[src/rtl/ch_pkg.sv]
`default_nettype none
// +----------------------------------------------------------------------+
// | Module      : ch_pkg                                                  |
// | Description : Shared types and constants for the Gilbert-Elliott     |
// |               AWGN channel model.                                     |
// | Revision    : 1.0  initial release                                   |
// +----------------------------------------------------------------------+
package ch_pkg;

  // Native sample width of the noise source and the modulator.
  localparam int CH_SAMPLE_W = 16;

  // Channel state; the encoding doubles as the ch_bad output bit.
  typedef enum logic {
    CH_GOOD = 1'b0,
    CH_BAD  = 1'b1
  } ch_state_t;

  // Right-shifting Fibonacci LFSR feedback mask for taps 16,14,13,11
  // (bit positions 0,2,3,5 in the shift-right orientation).
  localparam logic [15:0] C_LFSR_TAPS = 16'h002D;

  // Saturation limits at the native sample width.
  localparam logic [CH_SAMPLE_W-1:0] C_SAT_MAX = {1'b0, {(CH_SAMPLE_W-1){1'b1}}};
  localparam logic [CH_SAMPLE_W-1:0] C_SAT_MIN = {1'b1, {(CH_SAMPLE_W-1){1'b0}}};

  // One step of the maximal-length LFSR; never reaches zero from a nonzero seed.
  function automatic logic [15:0] lfsr_next(input logic [15:0] l);
    return {^(l & C_LFSR_TAPS), l[15:1]};
  endfunction

endpackage
`default_nettype wire

[src/rtl/ge_awgn_channel_if.sv]
`default_nettype none
// +----------------------------------------------------------------------+
// | Module      : ge_awgn_channel_if                                      |
// | Description : Noise-pair input, symbol input and noisy-sample output |
// |               bundle of the Gilbert-Elliott channel.                  |
// | Revision    : 1.0  initial release                                   |
// +----------------------------------------------------------------------+
interface ge_awgn_channel_if
  import ch_pkg::*;
#(
  parameter int SAMPLE_W = CH_SAMPLE_W
);
  // Noise pairs from the Box-Muller generator
  logic                x_en;
  logic [SAMPLE_W-1:0] good_ch_AWGN;
  logic [SAMPLE_W-1:0] bad_ch_AWGN;
  // Modulated symbol stream
  logic                sym_valid;
  logic                sym_ready;
  logic [SAMPLE_W-1:0] sym_in;
  // Noisy sample stream to the demodulator
  logic                out_valid;
  logic                out_ready;
  logic [SAMPLE_W-1:0] out_data;
  logic                ch_bad;

  // Environment side: noise source, modulator and demodulator
  modport master (
    output x_en, good_ch_AWGN, bad_ch_AWGN, sym_valid, sym_in, out_ready,
    input  sym_ready, out_valid, out_data, ch_bad
  );

  // Channel model side
  modport slave (
    input  x_en, good_ch_AWGN, bad_ch_AWGN, sym_valid, sym_in, out_ready,
    output sym_ready, out_valid, out_data, ch_bad
  );
endinterface
`default_nettype wire

[src/rtl/awgn_pair_fifo.sv]
`default_nettype none
// +----------------------------------------------------------------------+
// | Module      : awgn_pair_fifo                                          |
// | Description : Synchronous FIFO for {good,bad} noise pairs with a     |
// |               synchronous flush. A push on full succeeds only when a  |
// |               pop frees a slot in the same cycle.                     |
// | Revision    : 1.0  initial release                                   |
// +----------------------------------------------------------------------+
module awgn_pair_fifo #(
  parameter int WIDTH = 32,
  parameter int DEPTH = 4
) (
  input  wire logic             clock,
  input  wire logic             rst_n,
  input  wire logic             flush,
  input  wire logic             push,
  input  wire logic             pop,
  input  wire logic [WIDTH-1:0] wdata,
  output logic      [WIDTH-1:0] rdata,
  output logic                  full,
  output logic                  empty
);
  localparam int AW = $clog2(DEPTH);
  localparam logic [AW:0] C_PTR_ONE = {{AW{1'b0}}, 1'b1};

  logic [WIDTH-1:0] r_mem [DEPTH];
  logic [AW:0]      r_wptr;
  logic [AW:0]      r_rptr;
  logic             w_do_push;
  logic             w_do_pop;

  // Extra pointer MSB distinguishes full from empty when the indices match
  assign empty     = (r_wptr == r_rptr);
  assign full      = (r_wptr[AW] != r_rptr[AW]) && (r_wptr[AW-1:0] == r_rptr[AW-1:0]);
  assign w_do_pop  = pop && !empty;
  assign w_do_push = push && (!full || w_do_pop);
  assign rdata     = r_mem[r_rptr[AW-1:0]];

  // Pointer update; flush wins over any push or pop in the same cycle
  always_ff @(posedge clock or negedge rst_n) begin
    if (!rst_n) begin
      r_wptr <= '0;
      r_rptr <= '0;
    end else if (flush) begin
      r_wptr <= '0;
      r_rptr <= '0;
    end else begin
      if (w_do_push) r_wptr <= r_wptr + C_PTR_ONE;
      if (w_do_pop)  r_rptr <= r_rptr + C_PTR_ONE;
    end
  end

  // Storage array carries no reset; only slots between the pointers are read
  always_ff @(posedge clock) begin
    if (w_do_push && !flush) r_mem[r_wptr[AW-1:0]] <= wdata;
  end
endmodule
`default_nettype wire

[src/rtl/ge_awgn_channel.sv]
`default_nettype none
// +----------------------------------------------------------------------+
// | Module      : ge_awgn_channel                                         |
// | Description : Gilbert-Elliott burst-error channel. Adds GOOD or BAD  |
// |               AWGN (chosen by an LFSR-driven two-state Markov chain) |
// |               to each symbol and saturates the result.                |
// | Revision    : 1.0  initial release                                   |
// +----------------------------------------------------------------------+
module ge_awgn_channel
  import ch_pkg::*;
#(
  parameter int          SAMPLE_W   = CH_SAMPLE_W,
  parameter int          FIFO_DEPTH = 4,
  parameter logic [15:0] LFSR_SEED  = 16'hACE1
) (
  input  wire logic        clock,
  input  wire logic        rst_n,
  input  wire logic        init,
  input  wire logic [15:0] p_gb,
  input  wire logic [15:0] p_bg,
  output logic             noise_ovf,
  ge_awgn_channel_if.slave bus
);
  // Package limits are authoritative at the native width; other widths derive them
  localparam logic [SAMPLE_W-1:0] C_SAT_MAX = (SAMPLE_W == CH_SAMPLE_W) ?
      SAMPLE_W'(ch_pkg::C_SAT_MAX) : {1'b0, {(SAMPLE_W-1){1'b1}}};
  localparam logic [SAMPLE_W-1:0] C_SAT_MIN = (SAMPLE_W == CH_SAMPLE_W) ?
      SAMPLE_W'(ch_pkg::C_SAT_MIN) : {1'b1, {(SAMPLE_W-1){1'b0}}};

  ch_state_t             r_state;
  ch_state_t             w_state_next;
  logic [15:0]           r_lfsr;
  logic                  r_out_valid;
  logic [SAMPLE_W-1:0]   r_out_data;
  logic                  r_ch_bad;
  logic                  r_noise_ovf;

  logic [2*SAMPLE_W-1:0] w_fifo_rdata;
  logic                  w_fifo_full;
  logic                  w_fifo_empty;
  logic                  w_accept;
  logic                  w_drop;
  logic [SAMPLE_W-1:0]   w_noise;
  logic [SAMPLE_W:0]     w_sum;
  logic [SAMPLE_W-1:0]   w_sat;

  // Noise pairs are stored as {good, bad}
  awgn_pair_fifo #(
    .WIDTH (2*SAMPLE_W),
    .DEPTH (FIFO_DEPTH)
  ) u_fifo (
    .clock (clock),
    .rst_n (rst_n),
    .flush (init),
    .push  (bus.x_en),
    .pop   (w_accept),
    .wdata ({bus.good_ch_AWGN, bus.bad_ch_AWGN}),
    .rdata (w_fifo_rdata),
    .full  (w_fifo_full),
    .empty (w_fifo_empty)
  );

  // Ready is withheld during init so no symbol is handshaken and then discarded
  assign bus.sym_ready = !init && !w_fifo_empty && (!r_out_valid || bus.out_ready);
  assign w_accept      = bus.sym_valid && bus.sym_ready;
  assign w_drop        = bus.x_en && w_fifo_full && !w_accept;

  assign bus.out_valid = r_out_valid;
  assign bus.out_data  = r_out_data;
  assign bus.ch_bad    = r_ch_bad;
  assign noise_ovf     = r_noise_ovf;

  // Noise selection and saturating add on SAMPLE_W+1 sign-extended operands
  always_comb begin
    w_noise = (r_state == CH_BAD) ? w_fifo_rdata[SAMPLE_W-1:0]
                                  : w_fifo_rdata[2*SAMPLE_W-1:SAMPLE_W];
    w_sum   = {bus.sym_in[SAMPLE_W-1], bus.sym_in} + {w_noise[SAMPLE_W-1], w_noise};
    case (w_sum[SAMPLE_W:SAMPLE_W-1])
      2'b01:   w_sat = C_SAT_MAX;
      2'b10:   w_sat = C_SAT_MIN;
      default: w_sat = w_sum[SAMPLE_W-1:0];
    endcase
  end

  // Markov state register
  always_ff @(posedge clock or negedge rst_n) begin
    if (!rst_n)    r_state <= CH_GOOD;
    else if (init) r_state <= CH_GOOD;
    else           r_state <= w_state_next;
  end

  // Transition on accept against the pre-advance LFSR value (L is never 0)
  always_comb begin
    w_state_next = r_state;
    if (w_accept) begin
      case (r_state)
        CH_GOOD: if (r_lfsr <= p_gb) w_state_next = CH_BAD;
        CH_BAD:  if (r_lfsr <= p_bg) w_state_next = CH_GOOD;
        default: w_state_next = CH_GOOD;
      endcase
    end
  end

  // LFSR advances once per accepted symbol, after its value has been used
  always_ff @(posedge clock or negedge rst_n) begin
    if (!rst_n)        r_lfsr <= LFSR_SEED;
    else if (init)     r_lfsr <= LFSR_SEED;
    else if (w_accept) r_lfsr <= lfsr_next(r_lfsr);
  end

  // Output register: load on accept, drop valid once consumed, otherwise hold
  always_ff @(posedge clock or negedge rst_n) begin
    if (!rst_n) begin
      r_out_valid <= 1'b0;
      r_out_data  <= '0;
      r_ch_bad    <= 1'b0;
    end else if (init) begin
      r_out_valid <= 1'b0;
      r_out_data  <= '0;
      r_ch_bad    <= 1'b0;
    end else if (w_accept) begin
      r_out_valid <= 1'b1;
      r_out_data  <= w_sat;
      r_ch_bad    <= (r_state == CH_BAD);
    end else if (r_out_valid && bus.out_ready) begin
      r_out_valid <= 1'b0;
    end
  end

  // Sticky flag for a noise pair lost on a full FIFO
  always_ff @(posedge clock or negedge rst_n) begin
    if (!rst_n)      r_noise_ovf <= 1'b0;
    else if (init)   r_noise_ovf <= 1'b0;
    else if (w_drop) r_noise_ovf <= 1'b1;
  end
endmodule
`default_nettype wire

[src/flat_wrapper.sv]
// flat-port wrapper written by rule: the top's interface ports become plain ports
module ge_awgn_channel_flat import ch_pkg::*;
#(
  parameter int          SAMPLE_W   = CH_SAMPLE_W,
  parameter int          FIFO_DEPTH = 4,
  parameter logic [15:0] LFSR_SEED  = 16'hACE1
)
  (clock, rst_n, init, p_gb, p_bg, noise_ovf, bus_x_en, bus_good_ch_AWGN, bus_bad_ch_AWGN, bus_sym_valid, bus_sym_in, bus_out_ready, bus_sym_ready, bus_out_valid, bus_out_data, bus_ch_bad);
  ge_awgn_channel_if #(.SAMPLE_W(SAMPLE_W)) bus_i ();
  input  wire logic clock;
  input  wire logic rst_n;
  input  wire logic init;
  input  wire logic [15:0] p_gb;
  input  wire logic [15:0] p_bg;
  output logic noise_ovf;
  input wire logic [$bits(bus_i.x_en)-1:0] bus_x_en;
  input wire logic [$bits(bus_i.good_ch_AWGN)-1:0] bus_good_ch_AWGN;
  input wire logic [$bits(bus_i.bad_ch_AWGN)-1:0] bus_bad_ch_AWGN;
  input wire logic [$bits(bus_i.sym_valid)-1:0] bus_sym_valid;
  input wire logic [$bits(bus_i.sym_in)-1:0] bus_sym_in;
  input wire logic [$bits(bus_i.out_ready)-1:0] bus_out_ready;
  output wire logic [$bits(bus_i.sym_ready)-1:0] bus_sym_ready;
  output wire logic [$bits(bus_i.out_valid)-1:0] bus_out_valid;
  output wire logic [$bits(bus_i.out_data)-1:0] bus_out_data;
  output wire logic [$bits(bus_i.ch_bad)-1:0] bus_ch_bad;
  assign bus_i.x_en = bus_x_en;
  assign bus_i.good_ch_AWGN = bus_good_ch_AWGN;
  assign bus_i.bad_ch_AWGN = bus_bad_ch_AWGN;
  assign bus_i.sym_valid = bus_sym_valid;
  assign bus_i.sym_in = bus_sym_in;
  assign bus_i.out_ready = bus_out_ready;
  assign bus_sym_ready = bus_i.sym_ready;
  assign bus_out_valid = bus_i.out_valid;
  assign bus_out_data = bus_i.out_data;
  assign bus_ch_bad = bus_i.ch_bad;
  ge_awgn_channel #(.SAMPLE_W(SAMPLE_W), .FIFO_DEPTH(FIFO_DEPTH), .LFSR_SEED(LFSR_SEED)) u_core (.clock(clock), .rst_n(rst_n), .init(init), .p_gb(p_gb), .p_bg(p_bg), .noise_ovf(noise_ovf), .bus(bus_i));
endmodule
[config.mk]
export PLATFORM = sky130hd
export DESIGN_NAME = ge_awgn_channel_flat
export DESIGN_NICKNAME = d
export VERILOG_FILES = /design/src/rtl/ch_pkg.sv /design/src/rtl/ge_awgn_channel_if.sv /design/src/rtl/awgn_pair_fifo.sv /design/src/rtl/ge_awgn_channel.sv /design/src/flat_wrapper.sv
export SDC_FILE = /design/constraint.sdc
export NUM_CORES = 1
export LEC_CHECK = 0
export CORE_MARGIN = 5
export CORE_UTILIZATION = 53
export DETAILED_ROUTE_END_ITERATION = 6
export PLACE_DENSITY = 0.85
export SLEW_MARGIN = 20
export SYNTH_ARGS = -nofsm -noshare
export SYNTH_HDL_FRONTEND = slang
export SYNTH_SLANG_ARGS = --single-unit
[constraint.sdc]
create_clock -name clock -period 6 [get_ports clock]
set_input_delay 1.2 -clock clock [delete_from_list [all_inputs] [get_ports clock]]
set_output_delay 1.2 -clock clock [all_outputs]
set_load 0.02 [all_outputs]
## Word level (Yosys, flattened, before mapping)

Memories as Yosys holds them, arrays and structs flattened.
Index checks and enable logic that the tools add are counted.

- Memories: 1
- ROM bits: 0
- Latch bits: 0
- Word-level logic and storage cells: 67
- Bits of input ports: 86
- Flip-flop bits (word level): 42
- Memory bits (writable): 128

- Mux-type cells: 24
- Multiply operators: 0
- Magnitude comparators: 2
- $add $sub $neg: 3
- Bitwise logic cells: 1
- Reductions and logical operators: 23
- Divide/modulo/power cells: 0
- Shifts and indexed selects: 0
- Equal/unequal tests: 5

Memory list:

| memory | words | width | read ports | clocked after memory_dff | wr ports | RTL line | source |
|---|---|---|---|---|---|---|---|
| u_core.u_fifo.r_mem | 4 | 32 | 1 | 0 | 1 | awgn_pair_fifo.sv:26 | `logic [WIDTH-1:0] r_mem [DEPTH];` |

Operator list:

| cell | count |
|---|---|
| two-way mux 16 bit | 5 |
| <= comparator 16 bit | 2 |
| one-hot mux 16 bit (2 select lines) | 1 |
| adder 16 x 16 -> 17 bit | 1 |
| XOR reduction 16 bit | 1 |
| two-way mux 1 bit | 13 |
| two-way mux 3 bit | 4 |
| logical AND 1 bit | 10 |
| nonzero test 2 bit | 4 |
| adder 3 x 1 -> 3 bit (second input constant) | 2 |
| logical NOT 1 bit | 5 |
| equality test 3 bit | 1 |
| nonzero test 3 bit | 1 |
| equality test 2 x 1 -> 1 bit (second input constant) | 1 |
| equality test 2 bit | 1 |
| equality test 2 bit (second input constant) | 1 |
| logical OR 1 bit | 2 |
| one-hot mux 1 bit (2 select lines) | 1 |
| != test 1 bit | 1 |
| NOT 1 bit | 1 |

## Depth between registers and ports, before layout

- Word-level depth: 11
- Depth in mapped cells: 18
- Depth with buffers taken out: 16

## Hierarchy

A second synthesis with hierarchy kept.

- Cell total of the unflattened synthesis: 613
- Area total of the unflattened synthesis: 8486.9 µm²

By module, submodules not included:

| module | seq. area each (µm²) | instances | area an instance (µm²) | cells each |
|---|---|---|---|---|
| awgn_pair_fifo | 3993.8 | 1 | 5182.5 | 223 |
| ge_awgn_channel | 910.9 | 1 | 3304.4 | 390 |

## Worst setup path before layout

OpenSTA, ideal clock, no wires.

- Path kind: reg-to-reg
- Start point: register u_core.u_fifo.r_rptr[0]
- End point: register u_core.r_out_data[8] (netlist: u_core.bus.out_data[8])
- Cell stages (with the launch flop): 19
- Slack: 1.506 ns
- Library setup time: 0.126 ns
- Period minus slack after synthesis: 4.494 ns
- Buffers on the path: 3
- Required time: 5.874 ns
- Data arrival time: 4.368 ns
- Path through: dfrtp_1 -> buf_4 -> buf_2 -> mux4_2 -> mux2_2 -> ha_1 -> fa_1 -> a211o_2 -> a21oi_4 -> o211ai_2 -> a41oi_2 -> nor2b_1 -> o31ai_2 -> inv_2 -> ha_1 -> nor2_1 -> nor2_1 -> clkbuf_8 -> a221o_1

- Cells in the longest elaborated chain, start to end: 7

RTL lines:

| element | RTL line | source |
|---|---|---|
| from (decl) | awgn_pair_fifo.sv:28 | `logic [AW:0] r_rptr;` |
| from (signal assigned) | awgn_pair_fifo.sv:49 | `if (w_do_pop) r_rptr <= r_rptr + C_PTR_ONE;` |
| memory (4 x 32 bit) | n/a |  |
| two-way mux 16 bit | ge_awgn_channel.sv:75 | `w_noise = (r_state == CH_BAD) ? w_fifo_rdata[SAMPLE_W-1:0]` |
| adder 16 x 16 -> 17 bit | ge_awgn_channel.sv:77 | `w_sum = {bus.sym_in[SAMPLE_W-1], bus.sym_in} + {w_noise[SAMPLE_W-1], w_noise};` |
| equality test 2 bit / equality test 2 x 1 -> 1 bit (equally long branches) | ge_awgn_channel.sv:78 | `case (w_sum[SAMPLE_W:SAMPLE_W-1])` |
| one-hot mux 16 bit (2 select lines) | ge_awgn_channel.sv:78 |  |
| two-way mux 16 bit | ge_awgn_channel.sv:121 | `end else if (w_accept) begin` |
| two-way mux 16 bit | ge_awgn_channel.sv:117 | `end else if (init) begin` |
| to (signal assigned) | ge_awgn_channel.sv:123 | `r_out_data <= w_sat;` |
| to (decl) | ge_awgn_channel.sv:34 | `logic [SAMPLE_W-1:0] r_out_data;` |

Parallel ways exist; a longest one is shown, timed or not. The select of a mux whose other input is x is not followed.
A chain may end at the register's enable or synchronous reset.

## Final worst setup path

- Start point: register u_core.u_fifo.r_rptr[1]
- End point: register u_core.r_out_data[10] (netlist: u_core.bus.out_data[10])

Same word-level chain as after synthesis.

==> results.sh <==
export IMPL_cp_max_fo=18
export IMPL_swShare=0.2845
export IMPL_io_buffers=105
export IMPL_post_cts_buffers=0
export IMPL_maxSlewHeadroom=0.3796
export IMPL_syn_inst=574
export IMPL_crit_chain="buf_4 -> mux4_2 -> mux2_2 -> ha_1 -> a21o_1 -> a21oi_2 -> a31oi_1 -> a41oi_2 -> nor2b_1 -> o31ai_2 -> inv_2 -> ha_1 -> nor2_1 -> nor2_1 -> a221o_1"
export IMPL_synth_area_sq_mm=0.008254
export IMPL_cts_root_buffer="clkbuf_16"
export IMPL_clock_latency_ns=0.43
export IMPL_layout_min_cycle_time_ns=5.218
export IMPL_status="complete, no violations"
export IMPL_cts_sinks=170
export IMPL_max_freq_ghz=0.1917
export IMPL_crit_required_ns=6.36
export IMPL_place_area_sq_mm=0.009512
export IMPL_grt_max_degree=43
export IMPL_pre_cts_ws_ns=0.7682
export IMPL_crit_slowest_cell="dfrtp_1"
export IMPL_final_common_cell="edfxtp_1"
export IMPL_r2r_cells=15
export IMPL_crit_buf_inv=2
export IMPL_drive_gt1_frac=0.1617
export IMPL_drt_iter0_markers=401
export IMPL_grt_overflow_total=0
export IMPL_vias=5121
export IMPL_htreeDepth=4
export IMPL_std_cell_rows=45
export IMPL_vias_per_cell=5.627
export IMPL_share_comb_of_total_power=0.207
export IMPL_wl_per_cell_um=19.57
export IMPL_syn_to_final_growth_pct=22.10
export IMPL_grt_pass1_wl_um=28520
export IMPL_fp_coreArea_sq_mm=0.01526
export IMPL_tightest_slew_ns=0.9306
export IMPL_wl_um=17810
export IMPL_fin_ws_ns=0.7824
export IMPL_fillCellCount=1042
export IMPL_setup_viol=0
export IMPL_p_clk_frac=0.343
export IMPL_crit_path_end="u_core.bus.out_data[10]$_DFFE_PN0P_"
export IMPL_clockBufferDepth=2
export IMPL_hp_class="register to register"
export IMPL_p_seq_frac=0.450
export IMPL_cts_clk_slew_worst_paths_ns=0.07
export IMPL_die_w_um=134.8
export IMPL_switchingPower_mw=0.8705
export IMPL_register_area_sq_mm=0.004906
export IMPL_cts_resized=0
export IMPL_drv_cap=0
export IMPL_startpoint="u_core.u_fifo.r_rptr[1]$_DFFE_PN0P_"
export IMPL_multi_input_area_sq_mm=0.003093
export IMPL_drt_first_pass_iters=4
export IMPL_critPathKind="register to register"
export IMPL_layout_common_cells="edfxtp_1, clkdlybuf4s50_1, ha_1"
export IMPL_hold_buffers=0
export IMPL_skew_ns=0.008982
export IMPL_grt_pass1_vias=5299
export IMPL_ant_nets=0
export IMPL_rrSetupSlack_ns=0.78
export IMPL_ys_warn_count=0
export IMPL_cts_tree="yes"
export IMPL_io_pins=106
export IMPL_rsz0062_at_grt="false"
export IMPL_peakVddDrop_uv=213.4
export IMPL_path_delay_family="compound AO/OA/AOI/OAI gates"
export IMPL_reg2reg_to="u_core.bus.out_data[10]$_DFFE_PN0P_"
export IMPL_start_kind="register"
export IMPL_die_h_um=134.8
export IMPL_utilization=0.6605
export IMPL_final_period_utilization=0.8696
export IMPL_worst_setup_path_end_kind="register"
export IMPL_place_congestion=0.8470
export IMPL_ys_seq_area_frac=0.5942
export IMPL_leakage_nw=3.828
export IMPL_slew_viol_final=0
export IMPL_max_stage_delay_ns=0.88
export IMPL_ys_types=52
export IMPL_p_int_mw=2.189
export IMPL_cp_data_arrival_time_ns=5.58
export IMPL_antenna_found_initial=0
export IMPL_initial_core_util=0.5410
export IMPL_yosys_register_bits=170
export IMPL_cp_depth=15
export IMPL_design_area_sq_mm=0.01008
export IMPL_synth_nets=716
export IMPL_globalRouteTotalUtil=0.2041
export IMPL_place_hpwl_um=12500
export IMPL_power_total_mw=3.060
export IMPL_antenna_cells=0
export IMPL_avgSynthCellArea_sq_um=14.38
export IMPL_tns_ns=0
export IMPL_numCtsBuffers=17
export IMPL_final_nets=828
export IMPL_die_area_sq_mm=0.01817
export IMPL_r2r_start="u_core.u_fifo.r_rptr[1]$_DFFE_PN0P_"
export IMPL_power_density_mw_per_mm2=303.6
export IMPL_drc=0
export IMPL_hold_viol_final=0
==> per-stage QoR <==
stage | hold slack [ns] | std cells
5_1_grt | 0.5211 | 910
3_3_place_gp | 0.4865 | 878
6_report | 0.5051 | 910
4_1_cts | 0.5122 | 910
2_1_floorplan | 0.4825 | 574
3_5_place_dp | 0.4971 | 878
==> cell type report <==
| type | instances | area share |
|---|---|---|
| Clock buffer | 17 | 0.04221 |
| Clock inverter | 15 | 0.01403 |
| Multi-Input combinational cell | 346 | 0.3069 |
| Timing Repair Buffer | 113 | 0.1097 |
| Sequential cell | 170 | 0.4868 |
| Inverter | 38 | 0.01415 |
| Tap cell | 211 | 0.02619 |
==> worst min path at each step <==
stage                                              end                               start  depth (start not counted)  slack [ns]
floorplan                u_core.r_lfsr[10]$_DFFE_PN1P_       u_core.r_lfsr[11]$_DFFE_PN1P_                          2        0.48
global placement          u_core.noise_ovf$_DFFE_PN0P_        u_core.noise_ovf$_DFFE_PN0P_                          2        0.49
detailed placement  u_core.bus.out_data[3]$_DFFE_PN0P_  u_core.bus.out_data[3]$_DFFE_PN0P_                          1        0.50
CTS                 u_core.bus.out_data[3]$_DFFE_PN0P_  u_core.bus.out_data[3]$_DFFE_PN0P_                          1        0.51
global route        u_core.bus.out_data[6]$_DFFE_PN0P_  u_core.bus.out_data[6]$_DFFE_PN0P_                          1        0.52
finish              u_core.bus.out_data[6]$_DFFE_PN0P_  u_core.bus.out_data[6]$_DFFE_PN0P_                          1        0.51
==> layer usage <==
metal / track usage / vias up / routed length (um)
li1: - / 2407 / -
met5: 0 / - / 0
met4: 0.07070 / 0 / 390
met2: 0.3282 / 177 / 8700
met1: 0.2799 / 2505 / 7579
met3: 0.04173 / 32 / 1140
==> synth_stat cells (all sizes together) <==
master	instances	area [sq um]
nand4	10	62.56
o21a	3	22.52
a221o	4	40.04
a211o	2	18.77
xnor2	13	113.9
nand3	16	85.08
a31oi	5	37.53
a211oi	4	30.03
or3	1	11.26
and2	6	37.54
inv	38	142.6
mux2i	1	10.01
dfrtp	34	850.8
dfstp	8	210.2
a41oi	1	16.27
or4	2	15.01
fa	1	20.02
xor2	8	77.58
buf	11	60.05
mux4	32	720.7
nor4	1	6.260
nor2b	6	37.54
a21o	9	67.56
ha	55	688.2
o211ai	6	50.05
nor3	1	5.000
edfxtp	128	3844
clkbuf	9	53.81
a2111oi	3	26.28
a22o	9	78.83
mux2	16	180.2
o2111ai	1	8.760
nand2	52	195.2
o31ai	4	53.80
and3	2	12.51
o21ai	16	80.07
nor2	20	75.07
nand2b	5	31.28
a21oi	31	177.7
==> cells by family (layout without fill, tap and decap cells) <==
family / count (synthesis) / count (layout) / share of synthesized area
fa+ha+maj: 56 / 56 / 0.08580
simple gates: 122 / 122 / 0.06958
buf+inv: 58 / 183 / 0.03108
compound gates: 98 / 98 / 0.08580
flops: 170 / 170 / 0.5942
mux: 49 / 49 / 0.1104
xor+xnor: 21 / 21 / 0.02319
==> flip-flops by register name, summed over array words and instances (netlist names) <==
name / cells
u_core.u_fifo.r_wptr: 3
u_core.bus.ch_bad: 1
u_core.u_fifo.r_rptr: 3
u_core.bus.out_valid: 1
u_core.bus.out_data: 16
u_core.noise_ovf: 1
u_core.u_fifo.r_mem: 128
u_core.r_lfsr: 16
u_core.r_state: 1
==> power by group through the flow <==
stage               Sequential, mW  Clock (mW)  Combinational, mW
floorplan                     1.42           0              0.393
global placement              1.40           0              0.617
detailed placement            1.40           0              0.634
CTS                           1.38        1.06              0.639
global route                  1.38        1.11              0.704
finish                        1.38        1.05              0.634
Power figures use the tool's default switching activity.
